<file path="src/rtl/led_sweep_sequencer.sv">
// rtl/led_sweep_sequencer.sv - forward/backward sweep sequencer with dwell, loop count and registered LED mux
// Optional FWD/BWD watchdog with sticky error state: define LED_SEQ_TIMEOUT_EN.
module led_sweep_sequencer #(
  parameter int DWELL   = 4,
  parameter int LOOPS   = 2,
  parameter int TIMEOUT = 64
) (
  input  logic       clk,
  input  logic       rst,
  input  logic       start,
  input  logic       stop,
  input  logic       fwd_done,
  input  logic       bwd_done,
  input  logic [3:0] fwd_leds,
  input  logic [3:0] bwd_leds,
  output logic       fwd_en,
  output logic       bwd_en,
  output logic [3:0] leds_out,
  output logic       busy,
  output logic       finished,
  output logic       timeout_err
);

  typedef enum logic [2:0] {IDLE, FWD, FWD_HOLD, BWD, BWD_HOLD, ERR} state_t;

  localparam int            DW         = $clog2(DWELL + 1);
  localparam logic [DW-1:0] DWELL_LAST = DW'(DWELL - 1);
  localparam logic [7:0]    LOOPS_CFG  = 8'(LOOPS);

  state_t        state, next_state;
  logic [DW-1:0] dwell_cnt;
  logic [7:0]    loop_cnt;
  logic [7:0]    loop_inc;
  logic          fresh;
  logic          timed_out;
  logic          fwd_en_d, bwd_en_d, finished_d, err_d;
  logic [3:0]    leds_d;

  assign loop_inc = loop_cnt + 8'd1;

`ifdef LED_SEQ_TIMEOUT_EN
  localparam int            TW      = $clog2(TIMEOUT + 1);
  localparam logic [TW-1:0] TO_LAST = TW'(TIMEOUT - 1);

  logic [TW-1:0] to_cnt;

  // Counts cycles spent in FWD/BWD; any state change (including entry) clears it.
  always_ff @(posedge clk or posedge rst) begin
    if (rst)
      to_cnt <= '0;
    else if ((state == FWD || state == BWD) && next_state == state)
      to_cnt <= to_cnt + TW'(1);
    else
      to_cnt <= '0;
  end

  assign timed_out = (to_cnt == TO_LAST);
`else
  assign timed_out = 1'b0;
`endif

  always_ff @(posedge clk or posedge rst) begin
    if (rst) begin
      state     <= IDLE;
      fresh     <= 1'b0;
      dwell_cnt <= '0;
      loop_cnt  <= '0;
    end else begin
      state     <= next_state;
      // Marks the first cycle of a state so a done left over from the previous phase is ignored.
      fresh     <= (next_state != state);
      if ((state == FWD_HOLD || state == BWD_HOLD) && next_state == state)
        dwell_cnt <= dwell_cnt + DW'(1);
      else
        dwell_cnt <= '0;
      if (stop || state == IDLE)
        loop_cnt <= '0;
      else if (state == BWD_HOLD && next_state != BWD_HOLD)
        loop_cnt <= loop_inc;
    end
  end

  always_comb begin
    next_state = state;
    if (stop) begin
      next_state = IDLE;
    end else begin
      case (state)
        IDLE:     if (start) next_state = FWD;
        FWD:      if (fwd_done && !fresh) next_state = FWD_HOLD;
                  else if (timed_out)     next_state = ERR;
        FWD_HOLD: if (dwell_cnt == DWELL_LAST) next_state = BWD;
        BWD:      if (bwd_done && !fresh) next_state = BWD_HOLD;
                  else if (timed_out)     next_state = ERR;
        BWD_HOLD: if (dwell_cnt == DWELL_LAST)
                    next_state = (LOOPS != 0 && loop_inc == LOOPS_CFG) ? IDLE : FWD;
        ERR:      next_state = ERR;
        default:  next_state = IDLE;
      endcase
    end
  end

  // Registered outputs decode the upcoming state so the enable handover happens on one edge.
  always_comb begin
    fwd_en_d   = (next_state == FWD) || (next_state == FWD_HOLD);
    bwd_en_d   = (next_state == BWD) || (next_state == BWD_HOLD);
    leds_d     = fwd_en_d ? fwd_leds : (bwd_en_d ? bwd_leds : 4'b0000);
    finished_d = !stop && (state == BWD_HOLD) && (next_state == IDLE);
    err_d      = (next_state == ERR);
    busy       = (state != IDLE) && (state != ERR);
  end

  always_ff @(posedge clk or posedge rst) begin
    if (rst) begin
      fwd_en      <= 1'b0;
      bwd_en      <= 1'b0;
      leds_out    <= 4'b0000;
      finished    <= 1'b0;
      timeout_err <= 1'b0;
    end else begin
      fwd_en      <= fwd_en_d;
      bwd_en      <= bwd_en_d;
      leds_out    <= leds_d;
      finished    <= finished_d;
      timeout_err <= err_d;
    end
  end

endmodule

</file>
<file path="config.mk">
export PLATFORM = sky130hd
export DESIGN_NAME = led_sweep_sequencer
export DESIGN_NICKNAME = d
export VERILOG_FILES = /design/src/rtl/led_sweep_sequencer.sv
export SDC_FILE = /design/constraint.sdc
export NUM_CORES = 1
export LEC_CHECK = 0
export CAP_MARGIN = 20
export CORE_MARGIN = 2
export CORE_UTILIZATION = 57
export DETAILED_ROUTE_END_ITERATION = 7
export GPL_ROUTABILITY_DRIVEN = 0
export GPL_TIMING_DRIVEN = 1
export HOLD_SLACK_MARGIN = 0.03
export PLACE_DENSITY = 0.81
export SETUP_SLACK_MARGIN = 0.02
export SYNTH_ARGS = -nofsm -noshare
export SYNTH_HDL_FRONTEND = slang
export SYNTH_SLANG_ARGS = --single-unit
</file>
<file path="constraint.sdc">
create_clock -name clk -period 3.55 [get_ports clk]
set_input_delay 0.71 -clock clk [delete_from_list [all_inputs] [get_ports clk]]
set_output_delay 0.71 -clock clk [all_outputs]
set_load 0.005 [all_outputs]
</file>
# Word-level counts from Yosys, hierarchy flattened

Index checks and enable logic that the tools add are counted.

Equal/unequal tests: 16
Reductions and logical operators: 17
Add/sub/neg operators: 2
Multiplexer cells: 13

Operators by type and width:

| operator                                                        | count |
|---|---|
| 3-bit two-way mux                                               | 7 |
| 3-bit one-hot mux with 6 select lines                           | 1 |
| 8-bit two-way mux                                               | 2 |
| 3-bit by 2-bit == test with 1-bit output, second input constant | 5 |
| 3-bit == test, second input constant                            | 4 |
| 8-bit by 1-bit adder with 8-bit output, second input constant   | 1 |
| 8-bit by 2-bit == test with 1-bit output, second input constant | 1 |
| 4-bit two-way mux                                               | 2 |
| 1-bit logical AND                                               | 7 |
| 3-bit by 1-bit == test with 1-bit output, second input constant | 2 |
| 3-bit logical NOT                                               | 2 |
| 3-bit != test, second input constant                            | 2 |
| 1-bit logical OR                                                | 4 |
| 3-bit by 1-bit adder with 3-bit output, second input constant   | 1 |
| 3-bit == test                                                   | 1 |
| 3-bit != test                                                   | 1 |
| 3-bit nonzero test                                              | 1 |
| 1-bit logical NOT                                               | 2 |
| 2-bit nonzero test                                              | 1 |
| 1-bit two-way mux                                               | 1 |

Output and inout port bits: 9
Bits of input ports: 14
Word-level logic and storage cells: 57
Bits in registers: 23

# Logic depth before layout (Yosys ltp)

Gate-level depths: netlist of the first run.

Depth in word-level cells: 10
Gate-level depth with buffers: 9
Depth with buffers taken out: 8

# Worst setup path before layout of the first run

OpenSTA, ideal clock, no wires.

Kind: in2reg
From: input port fwd_done
To: register leds_out[1]
Stages: 5
Path slack: 1.170 ns
Arrival: 2.276 ns
Data required time: 3.446 ns
Cell sequence: or4b_1 -> a31o_1 -> o31ai_4 -> mux2_2 -> o41ai_2

Longest elaborated chain between the ends: 8
Elaborated cells between the ends (all ways): 12
Classes of those cells: 4 x eq/ne; 5 x mux; 3 x reduce/logical

RTL lines:

| element                                                                   | RTL line | source |
|---|---|---|
| start: declaration                                                        | 12       | `input logic fwd_done,` |
| 1-bit logical AND *                                                       | 90       | `FWD: if (fwd_done && !fresh) next_state = FWD_HOLD;` |
| 3-bit two-way mux *                                                       | 90       |  |
| 3-bit one-hot mux with 6 select lines *                                   | 88       | `case (state)` |
| 3-bit two-way mux *                                                       | 85       | `if (stop) begin` |
| 3-bit by 2-bit == test with 1-bit output or 3-bit == test (tied branches) | 106      | `bwd_en_d = (next_state == BWD) \|\| (next_state == BWD_HOLD);` |
| 1-bit logical OR                                                          | 106      |  |
| 4-bit two-way mux                                                         | 107      | `leds_d = fwd_en_d ? fwd_leds : (bwd_en_d ? bwd_leds : 4'b0000);` |
| 4-bit two-way mux *                                                       | 107      |  |
| via leds_d[1]                                                             | 37       | `logic [3:0] leds_d;` |
| end signal: assignment                                                    | 123      | `leds_out <= leds_d;` |
| end: declaration                                                          | 18       | `output logic [3:0] leds_out,` |

Mark *: on every way through the listed nets, which the timed path passes. The rest lies on a longest branch.
A chain may end at the register's enable or synchronous reset.

# Worst setup path in the final report of the first run

From: input port fwd_done
To: register loop_cnt[4]

Longest elaborated chain between the ends: 7

RTL lines:

| element                               | RTL line | source |
|---|---|---|
| 1-bit logical AND                     | 90       |  |
| 3-bit two-way mux                     | 90       |  |
| 3-bit one-hot mux with 6 select lines | 88       |  |
| 3-bit two-way mux                     | 85       |  |
| 3-bit != test                         | 78       | `else if (state == BWD_HOLD && next_state != BWD_HOLD)` |
| 1-bit logical AND                     | 78       |  |
| 2-bit nonzero test (no source line)   | n/a      |  |
| end signal: assignment                | 79       | `loop_cnt <= loop_inc;` |
| end: declaration                      | 32       | `logic [7:0] loop_cnt;` |

No other way between the ends.

==> reports/results.txt, run 1 <==
crit-path max FO: 10
Critical Path AT: 2.94 ns
Final Skew: 0.00969 ns
placed inst area: 0.00166 mm²
Fillers: 193
CP Class: input pin to flop
syn_nets: 173
cells after synthesis: 155
Synth cell types: 41
Die Y: 53.9 µm
HP Class: flop to flop
Required @ worst endpoint: 3.79 ns
Routed WL: 3160 µm
Finished Layout Cells: 206
Most used DFF post-synth: dfrtp_1
Die Wd: 53.9 µm
fin nets: 195
Post-CTS Setup Bufs: 0
IO Count: 23
first-pass GRT wire length: 5160 µm
Post-DRT Antenna Nets: 0
CTS Buffer Depth: 2
layout cells sized above 1: 0.0966
RSZ-0062 raised after global routing: false
largest net degree at the start of global routing: 24
worst vdd ir: 0.321 mV
vias in the first global route: 1160
synthesized area per cell: 9.15 µm²
max-slew violations: 0
min cycle time layout: 2.70 ns
hold buffers post-CTS: 0
number of port buffers: 22
most frequent cells in the layout: 23 x dfrtp_1, 22 x clkdlybuf4s50_1, 15 x nor2_1, 14 x nand2_1, 13 x inv_1
status: complete, no violations
Multi-input gate area: 769 µm²
final hold vios: 0
# diodes: 0
critical path capture point type: flop
CTS Root Cell: clkbuf_4
Post-DP HPWL: 2410 µm
1st-iter DRT viols: 38
Post-synth ARST share: 1.00
Max transition margin: 0.420
CTS tree: yes
clk_lat worst skew: 0.32 ns
register area share after synthesis: 0.406
Post-Synthesis Cell Area: 0.00142 mm²
drt via density: 5.97
fin crit share: 0.762
Routed wire per std cell: 15.3 µm
Remaining Overflow, GRT: 0
clk slew on worst S/H paths: 0.14 ns
core area: 0.00241 mm²
initial antenna violation count: 0
DRC: 0
fin area: 0.00169 mm²
clock sink count: 23
number of CTS-inserted buffers: 3
worst slew pin tran: 0.869 ns
H-tree levels: 1
dpl cells: 202
Initial Util: 0.588
#FFs+latches synth: 23
Critical Path Start Type: input pin
setup TNS: 0 ns
Leak: 0.708 nW
Core Rows: 18
commonest non-fill, non-tap cell in the layout: dfrtp_1
die area: 0.00290 mm²
number of flops mapped to enable cells by yosys: 0
maxcap violations: 0
DRT Pass-1 Iters: 4
Max Fclk: 0.370 GHz
Vias: 1229
area grow syn2layout: 19.0%
post-cts resize count: 0
endpoints failing setup: 0
YS warnings: 0
Global Route Usage Sum: 0.250
PwrDens: 318 mW/mm²
worst hold margin: 0.445 ns
Seq. cell area: 576 µm²
[cell families after synthesis]
kind of cell	share of synthesized area
adders and majority gates	0.0353
DFF	0.406
xor gates and xnor gates	0.0300
AOI/OAI and AO/OA	0.217
muxes	0.0459
and+or+nand+nor	0.214
buffers and inverters	0.0512
[path summary, 6_finish.rpt]
check                                       start                       to  slack [ns]  depth (start not counted)
setup reg to reg               state[2]$_DFF_PP0_  loop_cnt[4]$_DFFE_PP0P_        1.06                          5
setup / recovery                         fwd_done  loop_cnt[4]$_DFFE_PP0P_        0.85                          6
hold / removal             dwell_cnt[0]$_DFF_PP0_   dwell_cnt[0]$_DFF_PP0_        0.44                          1
hold reg to reg            dwell_cnt[0]$_DFF_PP0_   dwell_cnt[0]$_DFF_PP0_        0.44                          1
max in group asynchronous                     rst  loop_cnt[0]$_DFFE_PP0P_        2.15                          2
min in group asynchronous                     rst         fwd_en$_DFF_PP0_        0.85                          2
[worst max-delay path: stages]
cell,delay [ns]
clkdlybuf4s50_1,0.49
or4b_1,0.47
a31o_1,0.27
o31ai_4,0.51
nand2_1,0.24
a41oi_1,0.24
[power breakdown]
group | switching, W | internal (W)
Clock | 0.0000832 | 0.0000422
Sequential | 0.0000115 | 0.000275
Combinational | 0.0000613 | 0.0000637
[metrics by stage]
stage / util / setup WS [ns] / total power [W]
after global placement: 0.688 / 0.590 / 0.000412
after global routing: 0.700 / 0.730 / 0.000563
after CTS: 0.700 / 0.876 / 0.000540
final: 0.700 / 0.847 / 0.000537
after detailed placement: 0.688 / 0.537 / 0.000415
after floorplan: - / 1.17 / 0.000364
[synthesized netlist by cell type (all sizes together) (2+ instances only)]
| cell | count | area (µm²) |
|---|---|---|
| dfrtp | 23 | 576 |
| nor2 | 15 | 56.3 |
| nand2 | 14 | 52.6 |
| inv | 13 | 48.8 |
| a21oi | 10 | 50.1 |
| nand3 | 6 | 30.0 |
| o21ai | 6 | 30.0 |
| clkbuf | 5 | 18.8 |
| and2 | 4 | 25.0 |
| ha | 4 | 50.1 |
| mux2 | 4 | 45.0 |
| nand2b | 4 | 25.0 |
| nor2b | 4 | 25.0 |
| o22ai | 4 | 25.0 |
| o41ai | 4 | 65.1 |
| nor3 | 3 | 15.0 |
| xnor2 | 3 | 33.8 |
| mux2i | 2 | 20.0 |
| nor4 | 2 | 12.5 |
| o311a | 2 | 20.0 |
| o32a | 2 | 20.0 |
| or2 | 2 | 12.5 |
| or3 | 2 | 12.5 |
[area by class of cell]
cell class,count,share of cell area
inverters,13,0.0289
well taps,30,0.0223
flip-flops and latches,23,0.341
clock inverters,1,0.00297
clock buffers,3,0.0134
multi-input cells,113,0.456
repair buffers,23,0.135
[layer usage]
layer / track usage / part of all wire
met4: 0.0855 / 0.013
met3: 0.0278 / 0.032
met1: 0.311 / 0.43
met5: 0 / 0
met2: 0.443 / 0.52
[state kept, by name, summed over array words and instances (netlist names)]
signal / cells
loop_cnt: 8
leds_out: 4
dwell_cnt: 3
state: 3
bwd_en: 1
finished: 1
fresh: 1
fwd_en: 1
timeout_err: 1
No activity file was read; power rests on OpenSTA's default activity.
==> run 2, diff against run 1 <==
--- a/config.mk
+++ b/config.mk
@@ -7,12 +7,12 @@
 export LEC_CHECK = 0
 export CAP_MARGIN = 20
 export CORE_MARGIN = 2
-export CORE_UTILIZATION = 57
+export CORE_UTILIZATION = 53
 export DETAILED_ROUTE_END_ITERATION = 7
 export GPL_ROUTABILITY_DRIVEN = 0
 export GPL_TIMING_DRIVEN = 1
 export HOLD_SLACK_MARGIN = 0.03
-export PLACE_DENSITY = 0.81
+export PLACE_DENSITY = 0.76
 export SETUP_SLACK_MARGIN = 0.02
 export SYNTH_ARGS = -nofsm -noshare
 export SYNTH_HDL_FRONTEND = slang
==> constraint.sdc (replaced) <==
create_clock -name clk -period 2.8 [get_ports clk]
set_input_delay 0.56 -clock clk [delete_from_list [all_inputs] [get_ports clk]]
set_output_delay 0.56 -clock clk [all_outputs]
set_load 0.005 [all_outputs]
==> reports/results.txt, run 2 (synthesized netlist as in run 1, its figures left out) <==
DRT Pass-1 Iters: 4 (unchanged)
most frequent cells in the layout: 23 x dfrtp_1, 22 x clkdlybuf4s50_1, 15 x nor2_1, 14 x nand2_1, 13 x inv_1
RSZ-0062 raised after global routing: false
die area: 0.00310 mm² (+7.0%)
met2 usage: 0.349 (-0.0944)
HP Class: flop to flop
Routed wire per std cell: 14.9 µm (-2.7%)
area grow syn2layout: 20.4%
1st-iter DRT viols: 35 (-7.9%)
first-pass GRT wire length: 5260 µm (+2.0%)
fin crit share: 0.872
clock sink count: 23 (unchanged)
post-cts resize count: 0 (unchanged)
CP Class: input pin to flop
commonest non-fill, non-tap cell in the layout: dfrtp_1
vias in the first global route: 1160 (unchanged)
Global Route Usage Sum: 0.212 (-0.0374)
Post-CTS Setup Bufs: 0 (unchanged)
largest net degree at the start of global routing: 24 (unchanged)
Max transition margin: 0.410 (-0.0101)
IO Count: 23 (unchanged)
met1 Usage GRT: 0.279 (-0.0323)
Die Wd: 55.7 µm (+3.4%)
Largest regs: loop_cnt: 8 flops, leds_out: 4 flops
most used routing layer: met2
setup TNS: 0 ns (unchanged)
Routed WL: 3090 µm (-2.2%)
final hold vios: 0 (unchanged)
Max Fclk: 0.410 GHz
Die Y: 55.7 µm (+3.4%)
maxcap violations: 0 (unchanged)
M3 GR Usage: 0.0279 (+0.000129)
number of CTS-inserted buffers: 3 (unchanged)
Leak: 0.717 nW (+1.3%)
PwrDens: 406 mW/mm² (+27%)
hold buffers post-CTS: 0 (unchanged)
Remaining Overflow, GRT: 0 (unchanged)
worst hold margin: 0.446 ns (+0.00123 ns)
layout cells sized above 1: 0.102 (+0.00510)
Post-DP HPWL: 2290 µm (-4.8%)
Post-DRT Antenna Nets: 0 (unchanged)
core area: 0.00250 mm² (+3.7%)
endpoints failing setup: 0 (unchanged)
Vias: 1205 (-2.0%)
pre-CTS WS: 0.0382 ns (-0.499 ns)
drt via density: 5.82 (-2.4%)
Final WS setup: 0.359 ns (-0.488 ns)
Initial Util: 0.567 (-0.0212)
H-tree levels: 1 (unchanged)
DRC: 0 (unchanged)
worst slew pin tran: 0.884 ns (+0.0152 ns)
CTS Buffer Depth: 2 (unchanged)
Final Skew: 0.00307 ns (-0.00662 ns)
critical path capture point type: flop
Critical Path AT: 2.65 ns (-0.29 ns)
number of port buffers: 22 (unchanged)
max-slew violations: 0 (unchanged)
status: complete, no violations
CTS Root Cell: clkbuf_4
largest reg by FF count: loop_cnt
Core Rows: 18 (unchanged)
number of flip-flops in the largest register: 8 (unchanged)
clk slew on worst S/H paths: 0.13 ns (about the same)
fin nets: 196 (+0.51%)
worst vdd ir: 0.347 mV (+8.2%)
crit-path max FO: 10 (unchanged)
Critical Path Start Type: input pin
initial antenna violation count: 0 (unchanged)
Required @ worst endpoint: 3.01 ns (-0.78 ns)
# diodes: 0 (unchanged)
CTS tree: yes
min cycle time layout: 2.44 ns
clk_lat worst skew: 0.31 ns (about the same)
==> run 2: cell count changes in the layout (fill, tap and decap cells not counted) <==
cell / change
buf_12: +1
==> run 2: path summary, 6_finish.rpt <==
kind,endpoint,slack [ns],depth (start not counted),startpoint
setup / recovery,leds_out[3]$_DFF_PP0_,0.36,7,fwd_done
hold / removal,dwell_cnt[0]$_DFF_PP0_,0.45,1,dwell_cnt[0]$_DFF_PP0_
setup reg to reg,leds_out[3]$_DFF_PP0_,0.42,6,state[2]$_DFF_PP0_
hold reg to reg,dwell_cnt[0]$_DFF_PP0_,0.45,1,dwell_cnt[0]$_DFF_PP0_
max in group asynchronous,dwell_cnt[0]$_DFF_PP0_,1.55,2,rst
min in group asynchronous,loop_cnt[6]$_DFFE_PP0P_,0.71,2,rst
==> run 2: power by group <==
| part | total, W | internal [W] | leakage, nW | switching, W |
|---|---|---|---|---|
| logic | 0.000170 | 0.0000900 | 0.385 | 0.0000797 |
| clock network | 0.000159 | 0.0000534 | 0.0177 | 0.000105 |
| registers | 0.000364 | 0.000349 | 0.315 | 0.0000150 |
==> run 2: layout make-up <==
type                       instances  area (µm²)
clock buffer                       3        22.5
clock inverter                     1        5.00
fill                             213         793
inverter                          13        48.8
multi-input combinational        113         769
sequential                        23         576
tap                               30        37.5
timing repair buffer              24         248
==> run 2: per-stage QoR <==
| stage | cells | area (µm²) | total power (W) | utilization |
|---|---|---|---|---|
| 2_1_floorplan | 155 | 1420 | 0.000462 | - |
| 3_3_place_gp | 203 | 1680 | 0.000535 | 0.672 |
| 3_5_place_dp | 203 | 1680 | 0.000539 | 0.672 |
| 4_1_cts | 207 | 1710 | 0.000698 | 0.683 |
| 5_1_grt | 207 | 1710 | 0.000729 | 0.683 |
| 6_report | 207 | 1710 | 0.000692 | 0.683 |
==> run 2: worst max-delay path, stage by stage <==
cell,delay [ns]
clkdlybuf4s50_1,0.49
or4b_1,0.47
a31o_1,0.27
o31ai_4,0.29
buf_12,0.17
mux2_2,0.34
o41ai_2,0.06
==> run 2: routing by layer <==
layer | wire, µm | vias to the layer above | part of all wire
met5 | 0 | - | 0
met4 | 19 | 0 | 0.0061
met3 | 92 | 2 | 0.030
met2 | 1570 | 20 | 0.51
met1 | 1410 | 583 | 0.46
li1 | - | 600 | -
==> variant: new RTL, settings of run 2 <==
Change the parameter `DWELL` from 4 to 2.
--- a/src/rtl/led_sweep_sequencer.sv
+++ b/src/rtl/led_sweep_sequencer.sv
@@ -1,7 +1,7 @@
 // rtl/led_sweep_sequencer.sv - forward/backward sweep sequencer with dwell, loop count and registered LED mux
 // Optional FWD/BWD watchdog with sticky error state: define LED_SEQ_TIMEOUT_EN.
 module led_sweep_sequencer #(
-  parameter int DWELL   = 4,
+  parameter int DWELL   = 2,
   parameter int LOOPS   = 2,
   parameter int TIMEOUT = 64
 ) (
Behaviour: not the same (Yosys sat finds a counterexample within 10 cycles, from zero or initial values and one cycle with rst high).
==> variant against run 2 <==
- clock power is 57% higher
- cell count grew 3.4%
- synthesized area rose by 2.8%
- final area is 2.3% higher
- wire length is 13% higher
- critical path depth increased by 1
- first-iteration DRC count grew 150%
- power up 18%
- sequential power shrank 3%
- sequential cell count decreased by 1
- register-to-register slack lost 0.08 ns
- setup slack got worse by 0.081 ns
==> variant: results (changes against run 2) <==
run status completed (unchanged); ant diodes 0 (unchanged); Total Wirelength 3490 microns (was 3090 microns); largest net degree at the start of global routing 23 (was 24); DP Cell Count 210 (was 203); Max Root-Sink Buffers 2 (unchanged); Post-Synthesis Cells 163 (was 155); H-tree Lvls 1 (unchanged); share of layout cells above drive strength 1 10.4% (was 10.2%); Iter 0 DRT Violations 86 (was 35); Mapped Nets 180 (was 173); leakage power 0.721 nW (was 0.717 nW); crit path DAT 2.77 ns (was 2.65 ns); TritonCTS buffer count 3 (unchanged); Setup Buffers After CTS 0 (unchanged); Detailed Place HPWL 2390 microns (was 2290 microns); sequential share of the synthesized area 37.8% (was 40.6%); initial antenna violation count 0 (unchanged); Place WS 0.0209 ns (was 0.0382 ns); vias per inst 6.36 (was 5.82); Peak VDD IR 0.301 mV (was 0.347 mV); Fin Clk Skew 0.00944 ns (was 0.00307 ns); Total GRT Usage 23.7% (was 21.2%); WL per Instance 16.3 microns (was 14.9 microns); clk slew on worst S/H paths 0.14 ns; Port-buffer cells 22 (unchanged); met3 usage 3.46% (was 2.79%); sw power 224 uW (was 200 uW); worst hold path type flop to flop (unchanged); detailed-router iteration count before antenna repair 5 (was 4); met2 usage 39.4% (was 34.9%); Yosys cell types 48 (was 41); Largest regs loop_cnt (8), leds_out (4), state (3) (was loop_cnt (8), leds_out (4)); Clk Latency, worst-skew pair 0.32 ns; Max FO, Critical Path 14 (was 10); actual slew at the worst max-slew pin 0.863 ns (was 0.884 ns); post-cts repair resize count 0 (unchanged); clock root cell clkbuf_4 (unchanged); Final nets 201 (was 196); first-pass GRT wire length 6050 microns (was 5260 microns); top post-synthesis cells by count dfrtp_1 (22), nand2_1 (16), nor2_1 (12), a21oi_1 (9), nand3_1 (7) (was dfrtp_1 (23), nor2_1 (15), nand2_1 (14), inv_1 (13), a21oi_1 (10)); met1 usage 31.5% (was 27.9%); vias in the first global route 1330 (was 1160); top cells by area, synth dfrtp_1 (38%), nand2_1 (4.1%), mux2_2 (3.9%) (was dfrtp_1 (41%), o41ai_2 (4.6%), nor2_1 (4.0%)); Post-synth ARST share 100% (unchanged); yosys warns 0 (unchanged)
-- variant: cell types whose count changed after synthesis, sizes merged, moves of 3 or more --
cell,delta
o41ai,-3
nand4b,+4
a21o,+3
a221o,+4
inv,-8
buf,+7
nor2,-3
a31oi,+3
nand4,+4
o22ai,-3
and2,-3
-- variant: cell families after synthesis --
family | count (synthesis) | share of synthesized area [%]
AO/OA/AOI/OAI | 39 | 19.7
XOR/XNOR | 4 | 2.40
adder cells (fa/ha/maj) | 3 | 2.58
buffers and inverters | 18 | 6.44
flip-flops | 22 | 37.8
multiplexers | 5 | 3.86
AND/OR/NAND/NOR | 72 | 27.3
-- variant: routing by layer --
metal  part of all wire, %  up-vias  wire, microns
li1                      -      643              -
met1                    43      659           1500
met2                    50       51           1740
met3                   5.4        8            189
met4                   1.7        0             59
met5                     0        -              0
-- variant: per-stage QoR --
stage	util (%)	cell area, sq um	hold slack, ns
final	65.0	1750	0.455
after floorplan	-	1460	0.415
after global routing	65.0	1750	0.480
after CTS	65.0	1750	0.454
after detailed placement	63.1	1690	0.436
after global placement	63.1	1690	0.425
-- variant: power by group through the flow --
| stage | clock (mW) | combinational, mW | sequential (mW) |
|---|---|---|---|
| after floorplan | 0 | 0.142 | 0.353 |
| after global placement | 0 | 0.204 | 0.359 |
| after detailed placement | 0 | 0.210 | 0.361 |
| after CTS | 0.253 | 0.212 | 0.354 |
| after global routing | 0.265 | 0.230 | 0.358 |
| final | 0.249 | 0.212 | 0.354 |
-- variant: area by class of cell --
cell class	instances	area, sq um
sequential	22	551
multi-input combinational	123	813
clock inverter	1	30.0
timing repair buffer	29	273
tap	31	38.8
inverter	5	18.8
clock buffer	3	22.5
fill	244	940
-- variant: path summary, 6_finish.rpt --
path	cells past startpoint	endpoint	slack [ns]	from
setup / recovery	8	leds_out[2]	0.28	bwd_done
max in group asynchronous	2	loop_cnt[2]	1.56	rst
setup reg to reg	7	leds_out[2]	0.34	state[0]
hold / removal	1	dwell_cnt[0]	0.46	dwell_cnt[0]
min in group asynchronous	2	finished	0.70	rst
hold reg to reg	1	dwell_cnt[0]	0.46	dwell_cnt[0]
-- variant: worst max-delay path, stage by stage --
cell	delay, ns
clkdlybuf4s50_1	0.47
and3b_1	0.22
o2111ai_1	0.15
nor4b_1	0.37
a31o_1	0.25
buf_4	0.21
mux2_2	0.35
a31oi_1	0.19
